**config.mk**
```make
export PLATFORM = sky130hd
export DESIGN_NAME = counter
export DESIGN_NICKNAME = d
export VERILOG_FILES = /design/src/rtl/counter.sv
export SDC_FILE = /design/constraint.sdc
export NUM_CORES = 1
export LEC_CHECK = 0
export CAP_MARGIN = 20
export CORE_AREA = 5 5 42 44
export CTS_CLUSTER_SIZE = 10
export DETAILED_ROUTE_END_ITERATION = 16
export DIE_AREA = 0 0 47 49
export PLACE_DENSITY = 0.36
export SLEW_MARGIN = 20
export SYNTH_ARGS = -nofsm -noshare
export SYNTH_HDL_FRONTEND = slang
export SYNTH_SLANG_ARGS = --single-unit
```
**constraint.sdc**
```tcl
create_clock -name clk -period 3.5 [get_ports clk]
set_input_delay 0.7 -clock clk [delete_from_list [all_inputs] [get_ports clk]]
set_output_delay 0.7 -clock clk [all_outputs]
set_load 0.01 [all_outputs]
```
**src/rtl/counter.sv**
```systemverilog
// Free-running binary up/down counter, modulo 2^WIDTH, async active-low reset.
// Latency: up_count sampled at each rising edge, count is registered; no backpressure.
module counter #(
  parameter int unsigned WIDTH = 4
) (
  input  logic             clk,
  input  logic             rst_n,
  input  logic             up_count,
  output logic [WIDTH-1:0] count
);

  // Carry and borrow fall off the top bit, which gives the wrap in both directions.
  always_ff @(posedge clk or negedge rst_n) begin
    if (!rst_n) begin
      count <= '0;
    end else if (up_count) begin
      count <= count + 1'b1;
    end else begin
      count <= count - 1'b1;
    end
  end

endmodule

```
==> results.sh <==
export IMPL_outcome="finished clean"
export IMPL_first_iter_violations=0
export IMPL_ios=7
export IMPL_syn_to_final_growth_pct=52.6
export IMPL_regMostFlops="count"
export IMPL_period_share_pct=54.7
export IMPL_finalSetupTns_ns=0
export IMPL_cts_inserted_buffers=3
export IMPL_cp_start_kind="input port"
export IMPL_coreArea_sq_mm=0.00140
export IMPL_wl_um=381
export IMPL_clock_sinks=4
export IMPL_synth_fp_nets=20
export IMPL_ant_nets=0
export IMPL_fin_hold_ws_ns=0.498
export IMPL_routabilityCongestion=0.634
export IMPL_grt_pass1_vias=141
export IMPL_setup_viol=0
export IMPL_syn_avg_cell_area_sq_um=13.9
export IMPL_crit_fanout=3
export IMPL_wl_per_cell_um=9.77
export IMPL_drc=0
export IMPL_yosysWarnings=0
export IMPL_synth_top_family_by_area="adder cells"
export IMPL_synth_compound_area_share_pct=8.33
export IMPL_yosys_area_share_adder_pct=23.1
export IMPL_drive_above_1_share_pct=17.4
export IMPL_die_h_um=49
export IMPL_end_kind="flop"
export IMPL_clk_transition_reported_paths_ns=0.04
export IMPL_netlist_top_cells_count="dfrtp_1, ha_1, inv_1, xnor2_1"
export IMPL_final_cells=39
export IMPL_synthMuxAreaShare_pct=0
export IMPL_design_area_sq_um=298
export IMPL_grt_use_total_pct=4.38
export IMPL_cts_hold_buf=0
export IMPL_placed_cell_area_sq_um=275
export IMPL_place_inst=36
export IMPL_hold_path_class="flop to flop"
export IMPL_synthSimpleGateAreaFrac_pct=0
export IMPL_regArea_sq_um=100
export IMPL_dp_hpwl_um=279
export IMPL_finClkSkew_ns=0.000749
export IMPL_cts_tree="built"
export IMPL_report_final_hold_viol_count=0
export IMPL_insertedDiodeCount=0
export IMPL_row_count=14
export IMPL_via_per_inst=3.44
export IMPL_port_buffers=6
export IMPL_synth_distinct_cells=8
export IMPL_synth_async_sr_flop_share_pct=100
export IMPL_ir_drop_uv=260
export IMPL_ys_seq_elements=4
export IMPL_power_density_mw_per_mm2=836
export IMPL_antenna_found_initial=0
export IMPL_maxCapViolations=0
export IMPL_cts_buffer_depth=2
export IMPL_die_area_sq_mm=0.00230
export IMPL_grt_pass1_wl_um=641
export IMPL_ys_flop_type="dfrtp_1"
export IMPL_root_buffer="clkbuf_4"
export IMPL_critPathRequiredTime_ns=3.66
export IMPL_synth_xor_area_share_pct=13.5
export IMPL_top_regs="count: 4 flops"
export IMPL_relSlewSlack_pct=86.7
export IMPL_path_class="input port to flop"
export IMPL_grt_max_degree=5
export IMPL_design_power_total_mw=0.249
export IMPL_synthCells=14
export IMPL_die_w_um=47
export IMPL_largest_register_ffs=4
export IMPL_synth_edff_count=0
export IMPL_leakage_nw=0.135
export IMPL_clock_latency_ns=0.23
export IMPL_worstMarginPinSlew_ns=0.199
export IMPL_initial_core_util_pct=13.9
export IMPL_synth_area_top_cells="dfrtp_1, ha_1, fa_1"
export IMPL_grt_setup_unrepaired="false"
export IMPL_cts_setup_buffers=0
export IMPL_synth_largest_area_cell="dfrtp_1"
export IMPL_drv_slew=0
export IMPL_timing_final_crit_period_ns=1.91
export IMPL_first_pass_iters=1
export IMPL_post_synth_top_count_cell="dfrtp_1"
export IMPL_overflow=0
export IMPL_max_freq_ghz=0.523
export IMPL_syn_area_sq_um=195
export IMPL_htreeDepth=1
export IMPL_synth_seq_area_share_pct=51.3
export IMPL_vias=134
export IMPL_nets=31
export IMPL_cts_resized=0
export IMPL_arrival_ns=2.07
export IMPL_fill_cells=155
export IMPL_multi_input_area_sq_um=87.6
export IMPL_yosysTopAreaCellShare_pct=51.3
[cell families (layout without fill, tap and decap cells)]
| group | Yosys count | in the layout |
|---|---|---|
| flip-flops | 4 | 4 |
| adder cells (fa/ha/maj) | 3 | 3 |
| buffers and inverters | 2 | 11 |
| AO/OA/AOI/OAI | 2 | 2 |
| XOR/XNOR | 3 | 3 |
[final timing paths]
path,startpoint,endpoint,slack [ns],depth (start not counted)
worst min-delay path,count[0],count[0],0.50,1
worst min register to register,count[0],count[0],0.50,1
worst max register to register,count[1],count[3],2.28,4
max in group asynchronous,rst_n,count[2],2.65,1
min in group asynchronous,rst_n,count[1],0.68,1
worst max-delay path,up_count,count[3],1.59,6
[metal layers]
metal	wire length [um]	up-vias	track usage (%)
met3	85	0	7.38
met5	0	-	0
li1	-	65	-
met1	171	60	5.32
met4	0	0	0
met2	124	9	4.07
[final cells by class]
type                            count  share of cell area, %
Tap cell                           16                   6.72
Inverter                            2                   2.52
Timing Repair Buffer                6                   20.2
Multi-Input combinational cell      8                   29.4
Clock buffer                        3                   7.56
Sequential cell                     4                   33.6
[cells in the final DEF (no fill, tap or decap), drive strengths merged]
master,instances
xor2,1
inv,2
fa,1
dfrtp,4
clkdlybuf4s50,6
xnor2,2
clkbuf,3
a21oi,1
a21o,1
ha,2
[per-stage QoR]
step                utilization [%]  setup WS, ns
floorplan                         -          1.95
global placement               19.6          1.37
detailed placement             19.6          1.35
CTS                            21.3          1.58
global route                   21.3          1.53
finish                         21.3          1.59
[worst max-delay path, cell delays in order]
cell and delay [ns]:
clkdlybuf4s50_1 0.51, inv_1 0.10, ha_1 0.30, a21o_1 0.19, a21oi_2 0.15, xnor2_1 0.12
[where the power goes]
part	internal (mW)	total, mW	leakage (nW)	switching, mW
sequential	0.0659	0.0792	0.0442	0.0134
clock	0.0384	0.0575	0.0138	0.0191
combinational	0.0667	0.112	0.0769	0.0455
total	0.171	0.249	0.135	0.0780
Power figures use the tool's default switching activity.
